### config.mk
export PLATFORM = sky130hd
export DESIGN_NAME = fetch_stage
export DESIGN_NICKNAME = d
export VERILOG_FILES = /design/src/rtl/fetch_stage.sv
export SDC_FILE = /design/constraint.sdc
export NUM_CORES = 1
export LEC_CHECK = 0
export CORE_ASPECT_RATIO = 1.75
export CORE_MARGIN = 4
export CORE_UTILIZATION = 35
export CTS_CLUSTER_DIAMETER = 150
export DETAILED_ROUTE_END_ITERATION = 12
export PLACE_DENSITY_LB_ADDON = 0.25
export SLEW_MARGIN = 15
export SYNTH_ARGS = -nofsm -noshare
export SYNTH_HDL_FRONTEND = slang
export SYNTH_SLANG_ARGS = --single-unit
export TNS_END_PERCENT = 10
### constraint.sdc
create_clock -name clk -period 2.4 [get_ports clk]
set_input_delay 0.72 -clock clk [delete_from_list [all_inputs] [get_ports clk]]
set_output_delay 0.72 -clock clk [all_outputs]
set_load 0.03 [all_outputs]
### src/rtl/fetch_stage.sv
// IF stage: owns the PC, fetches over a req/ack imem handshake with a
// one-entry response buffer, and drives the IF/ID pipeline register.
module fetch_stage #(
    parameter int unsigned            ADDR_W   = 32,
    parameter int unsigned            DATA_W   = 32,
    parameter logic [ADDR_W-1:0]      RESET_PC = '0
) (
    input  logic              clk,
    input  logic              rst,
    input  logic              pc_en,
    input  logic              ifid_en,
    input  logic              pcsrc,
    input  logic [ADDR_W-1:0] branch_target,
    output logic              imem_req,
    output logic [ADDR_W-1:0] imem_addr,
    input  logic              imem_ack,
    input  logic [DATA_W-1:0] imem_rdata,
    output logic [DATA_W-1:0] if_instr,
    output logic [ADDR_W-1:0] if_pc4,
    output logic              if_valid,
    output logic              fetch_busy
);

    typedef enum logic [1:0] {
        S_IDLE,
        S_WAIT,
        S_HOLD
    } state_t;

    state_t            state, state_n;
    logic [ADDR_W-1:0] pc, pc_n;
    logic [ADDR_W-1:0] pc4;
    logic              squash, squash_n;
    logic              req_n;
    logic [ADDR_W-1:0] addr_n;
    logic [DATA_W-1:0] buf_data, buf_data_n;
    logic              buf_valid, buf_valid_n;
    logic [DATA_W-1:0] instr_n;
    logic [ADDR_W-1:0] ifpc4_n;
    logic              valid_n;
    logic              advance;
    logic              ack;
    logic              deliver;
    logic [DATA_W-1:0] deliver_instr;

    assign pc4        = pc + ADDR_W'(4);
    assign advance    = pc_en & ifid_en;
    assign ack        = imem_req & imem_ack;
    assign fetch_busy = (state == S_WAIT);

    // Next-state, PC, handshake and IF/ID values; redirect overrides everything else.
    always_comb begin
        state_n       = state;
        pc_n          = pc;
        squash_n      = squash;
        req_n         = imem_req;
        addr_n        = imem_addr;
        buf_data_n    = buf_data;
        buf_valid_n   = buf_valid;
        deliver       = 1'b0;
        deliver_instr = buf_data;
        instr_n       = if_instr;
        ifpc4_n       = if_pc4;
        valid_n       = if_valid;

        case (state)
            S_IDLE: begin
                if (!pcsrc) begin
                    req_n   = 1'b1;
                    addr_n  = pc;
                    state_n = S_WAIT;
                end
            end
            S_WAIT: begin
                if (ack) begin
                    req_n    = 1'b0;
                    squash_n = 1'b0;
                    if (pcsrc || squash) begin
                        state_n = S_IDLE;
                    end else if (advance) begin
                        deliver       = 1'b1;
                        deliver_instr = imem_rdata;
                        state_n       = S_IDLE;
                    end else begin
                        buf_data_n  = imem_rdata;
                        buf_valid_n = 1'b1;
                        state_n     = S_HOLD;
                    end
                end else if (pcsrc) begin
                    // Request cannot be withdrawn; its response is dropped on arrival.
                    squash_n = 1'b1;
                end
            end
            S_HOLD: begin
                if (pcsrc) begin
                    state_n = S_IDLE;
                end else if (advance) begin
                    deliver       = 1'b1;
                    deliver_instr = buf_data;
                    buf_valid_n   = 1'b0;
                    state_n       = S_IDLE;
                end
            end
            default: state_n = S_IDLE;
        endcase

        if (pcsrc) begin
            pc_n        = {branch_target[ADDR_W-1:2], 2'b00};
            buf_valid_n = 1'b0;
        end else if (deliver) begin
            pc_n = pc4;
        end

        if (pcsrc) begin
            instr_n = '0;
            valid_n = 1'b0;
        end else if (deliver) begin
            instr_n = deliver_instr;
            ifpc4_n = pc4;
            valid_n = 1'b1;
        end else if (ifid_en) begin
            instr_n = '0;
            valid_n = 1'b0;
        end
    end

    // State register, PC, handshake outputs, buffer and IF/ID register.
    always_ff @(posedge clk) begin
        if (!rst) begin
            state     <= S_IDLE;
            pc        <= RESET_PC;
            squash    <= 1'b0;
            imem_req  <= 1'b0;
            imem_addr <= '0;
            buf_data  <= '0;
            buf_valid <= 1'b0;
            if_instr  <= '0;
            if_pc4    <= '0;
            if_valid  <= 1'b0;
        end else begin
            state     <= state_n;
            pc        <= pc_n;
            squash    <= squash_n;
            imem_req  <= req_n;
            imem_addr <= addr_n;
            buf_data  <= buf_data_n;
            buf_valid <= buf_valid_n;
            if_instr  <= instr_n;
            if_pc4    <= ifpc4_n;
            if_valid  <= valid_n;
        end
    end

endmodule

== Yosys cells after proc, flatten, opt, wreduce, memory -nomap -nowiden ==
Index checks and enable logic that the tools add are counted.
W data, S select, Z words.
Storage, ports and cells
  input port bits: 70
  bits in registers: 165
  logic and storage cells: 62
Cells by class
  reduce and logical (&&, ||, !) cells: 13
  add/sub/neg operators: 1
  equality and inequality tests: 5
  multiplexer cells: 27
  bitwise gates (word level): 6
Operators by type and width (number)
  $mux W32: 8
  $add A32 B3 Y32 const B: 1
  $mux W2: 6
  $mux W1: 10
  $reduce_bool A2 Y1: 4
  $pmux W2 S3: 1
  $reduce_and A2 Y1: 3
  $reduce_and A3 Y1: 2
  $not A1 Y1: 4
  $pmux W1 S2: 2
  $reduce_and A4 Y1: 1
  $ne A3 B3 Y1 const B: 1
  $and A1 B1 Y1: 2
  $eq A2 B1 Y1 const B: 1
  $eq A2 B2 Y1 const B: 1
  $logic_not A2 Y1: 1
  $ne A2 B1 Y1 const B: 1
  $ne A2 B2 Y1 const B: 1
  $reduce_or A2 Y1: 1
  $logic_or A1 B1 Y1: 1

== Depth between registers and ports, before layout ==
  depth in word-level cells: 7
  mapped depth: 9
  gate-level depth less buffers: 7

== Worst setup path before layout ==
Ideal clock, no wire load.
  path type: reg2reg
  from: register state[1]
  to: register buf_data[25]
  slack: 0.183 ns
  arrival time: 2.146 ns
  required time: 2.329 ns
  library setup time: 0.071 ns
  buffers on the path: 2
  clock period less this slack: 2.217 ns
  stages on the path, launching flop included: 10
  cells stage by stage: dfxtp_1 -> inv_1 -> ha_1 -> or3b_1 -> or2_2 -> clkbuf_1 -> a21oi_2 -> buf_2 -> nand2_1 -> a21oi_1
Between the ends
  longest elaborated chain between the ends: 2
RTL lines
  start: declaration: RTL line 30  | state_t state, state_n;
  start signal: assignment: RTL line 141  | state <= state_n;
  $eq A2 B1 Y1
  net fetch_busy: RTL line 21  | output logic fetch_busy
  $reduce_and A4 Y1 (no line)
  end signal: assignment: RTL line 146  | buf_data <= buf_data_n;
  end: declaration: RTL line 36  | logic [DATA_W-1:0] buf_data, buf_data_n;
The timed path passes the listed nets, and every way through them passes these cells.
A chain may end at the register's enable or synchronous reset.

== Final worst setup path ==
  from: register state[1]
  to: output port fetch_busy
Between the ends
  longest elaborated chain between the ends: 1
RTL lines
  $eq A2 B1 Y1: RTL line 49  | assign fetch_busy = (state == S_WAIT);
  end: declaration: RTL line 21
No other way between the ends.

==> impl_metrics.toml <==
[pwr]
p_sw_share_pct = 25.8
p_sw_mw = 1.69
leakage_nw = 3.25
irDropWorstVdd_mv = 0.388
p_int_mw = 4.84
power_frac_comb_pct = 13.9
power_density_nw_per_um2 = 660
power_frac_clock_pct = 43.0
pwr-share-seq_pct = 43.1

[route]
routed-via-count = 6735
viasPerCell = 5.11
first_pass_iters = 5
postRouteAntennaNets = 0
initialDrtViolationCount = 350
wl_per_cell_um = 16.4
wirelength_um = 21700
drc = 0

[timing]
max-slew-margin-rel_pct = 63.9
rsz0062_at_grt = "false"
tightest_slew_ps = 538
holdWs_ps = 451
hold_viol_final = 0
fin_ws_ps = 87.3
setup_viol = 0
finalClockSkew_ps = 7.38
max_freq_ghz = 0.432
period_needed_ps = 2310
maxSlewViolCount = 0
finalCritPeriodShare_pct = 96.4

[synthesis]
ys_seq_area_share_pct = 44.8
synth_cell_types = 52
ys_seq_elements = 159
postSynth.asyncResetShare_pct = 0
synth-simple-area-share_pct = 22.5
synth.avg_cell_area_um2 = 7.87
synth_xor_area_share_pct = 6.16
synth_warnings = 0
synth_top_family_by_area = "simple AND/OR/NAND/NOR gates"
ys.flop_type = "dfxtp_1"
synthMuxAreaShare_pct = 0.862
syn_inst = 903
synth-compound-area-share_pct = 19.4
synth_edf_count = 0
synth_fa_ha_area_share_pct = 0.704
mappedNetlistArea_um2 = 7110

[flow_run]
maxCapViolations = 0

[final_layout]
antennaDiodeCount = 0
drive_gt1_share_pct = 9.96
design_area_um2 = 9890
final_cell_count_no_fill = 1319
nets = 1135
area_delta_synth_final_pct = 39.1

[worst_setup_path]
required_ps = 1680
rrSetupSlack_ps = 270
critPathKind = "reg2out"
r2r_start = "state[1]"
crit_fanout = 8
path_cells = "inv_1 > ha_1 > dlygate4sd2_1"
cp-start-kind = "flop"
cpLargestDelayFamily = "buffers and inverters"
path_buf_inv = 2
endpoint_kind = "primary output"
crit_start = "state[1]"
cp_slowest_cell = "dlygate4sd2_1"
worst_path_largest_cell_delay_ps = 480
cp.arrival_ps = 1590

[min_path]
min_from = "imem_addr[6]"
hp-class = "reg2reg"

[clock_tree]
clk_pin_slew_worst_paths_ps = 60
clockBufferDepth = 2
cts_tree = "built"
clk_root_buffer_cell = "clkbuf_16"
post_cts_buffers = 0
h-tree-depth = 4
worstSkewPairLatency_ps = 430
numClockSinks = 159
cts_made_buffers = 17

[floorplan]
dieArea_um2 = 22700
die_w_um = 116
core_area_um2 = 19800
row_count = 68
initial_core_util_pct = 35.9
die_y_um = 197
ios = 169

[global_route]
grt_start_max_net_pins = 64
grt_pass1_wl_um = 34300
antenna_found_initial = 0
grt_overflow_total = 0
grt_pass1_vias = 6767
grt_use_total_pct = 19.2

[placement]
port_buffers = 162
globalplace.congestion = 0.811
hpwlAfterDp_um = 15300
place_inst = 1287
place_area_um2 = 9280
pre_cts_ws_ps = -254

[status]
status = "completed"
## per-stage QoR
| step | total power, mW | utilization [%] | setup TNS, ps |
|---|---|---|---|
| global route | 6.80 | 49.9 | 0 |
| detailed placement | 3.78 | 46.8 | -13180 |
| finish | 6.52 | 49.9 | 0 |
| floorplan | 3.34 | - | 0 |
| CTS | 6.60 | 49.9 | 0 |
| global placement | 3.77 | 46.8 | -13090 |
## kinds of logic after synthesis
| family | count (synthesis) |
|---|---|
| flip-flops | 159 |
| AND/OR/NAND/NOR | 349 |
| multiplexers | 6 |
| XOR/XNOR | 50 |
| AO/OA/AOI/OAI | 242 |
| other | 1 |
| buffers and inverters | 92 |
| adder cells (fa/ha/maj) | 4 |
## flip-flops by register name (all words and copies together) (netlist names)
register and flops:
buf_data 32, if_pc4 30, state 2, imem_req 1, if_instr 32, imem_addr 30, if_valid 1, pc 30
squash 1
## worst register-to-register path: cells and delay by family (launching register included)
family / cells / cell delay [ps]
buf+inv: 2 / 270
flops: 1 / 320
simple gates: 3 / 870
fa+ha+maj: 1 / 300
compound gates: 2 / 290
## what timing repair did
item,CTS,global route
setup endpoints to repair,1,0
hold buffers,0,0
hold endpoints to repair,0,0
gates resized for setup,1,0
## cell usage in the layout (no fill, tap or decap), types with 4 or more instances in the layout
cell type,count
and3_1,9
mux2i_1,5
nand4_1,15
xnor2_1,32
a211oi_1,12
a21oi_1,138
a21o_1,33
o21ai_0,44
nor4_2,4
xor2_1,18
nor2_1,29
ha_1,4
buf_12,12
nand3_1,48
clkdlybuf4s50_1,161
and2_1,4
nor3_1,5
nand2_1,212
conb_1,4
inv_1,11
dfxtp_1,159
buf_4,42
clkbuf_16,17
## synthesized netlist by cell type (3+ instances only)
cell        n  area share [%]
and3_1      9            0.79
buf_4       6            0.63
and2_1      4            0.35
mux2i_1     5            0.70
o21ai_0    44             3.1
buf_1       3            0.16
nor4_1      3            0.26
nand4_1    15             1.3
a21oi_1   138             9.7
a211oi_1   12             1.3
nor2_1     31             1.6
nand2_1   212              11
a21o_1     33             3.5
xnor2_1    32             3.9
clkbuf_1   55             2.9
nor3_1      5            0.35
buf_2      11            0.77
xor2_1     18             2.2
ha_1        4            0.70
dfxtp_1   159              45
nor4_2      4            0.70
clkbuf_2    4            0.28
inv_1      11            0.58
nand3_1    49             3.4
## worst paths after layout
kind                  endpoint  cells after the start
hold reg to reg   imem_addr[6]                      2
setup reg to reg   buf_data[0]                      8
hold / removal    imem_addr[6]                      2
setup / recovery    fetch_busy                      3
## routing by layer
layer / track usage [%] / share of wire, % / up-vias
met5: 0 / 0 / -
met4: 9.38 / 3.4 / 0
met3: 4.24 / 5.2 / 43
met2: 35.5 / 54 / 181
met1: 20.1 / 38 / 3139
li1: - / - / 3372
## power by group through the flow
stage               Combinational, mW  Clock [mW]  Sequential (mW)
global placement                0.908           0             2.87
global route                    0.982        2.99             2.82
finish                          0.905        2.81             2.81
detailed placement              0.912           0             2.87
CTS                             0.914        2.88             2.81
floorplan                       0.421           0             2.92
## cell type report
class	instances	area (µm²)
fillers	1969	9930
multi-input cells	655	3570
flip-flops and latches	159	3180
repair buffers	216	2180
clock buffers	23	478
well taps	245	307
clock inverters	9	131
inverters	12	45.0
No activity file was read; power rests on OpenSTA's default activity.
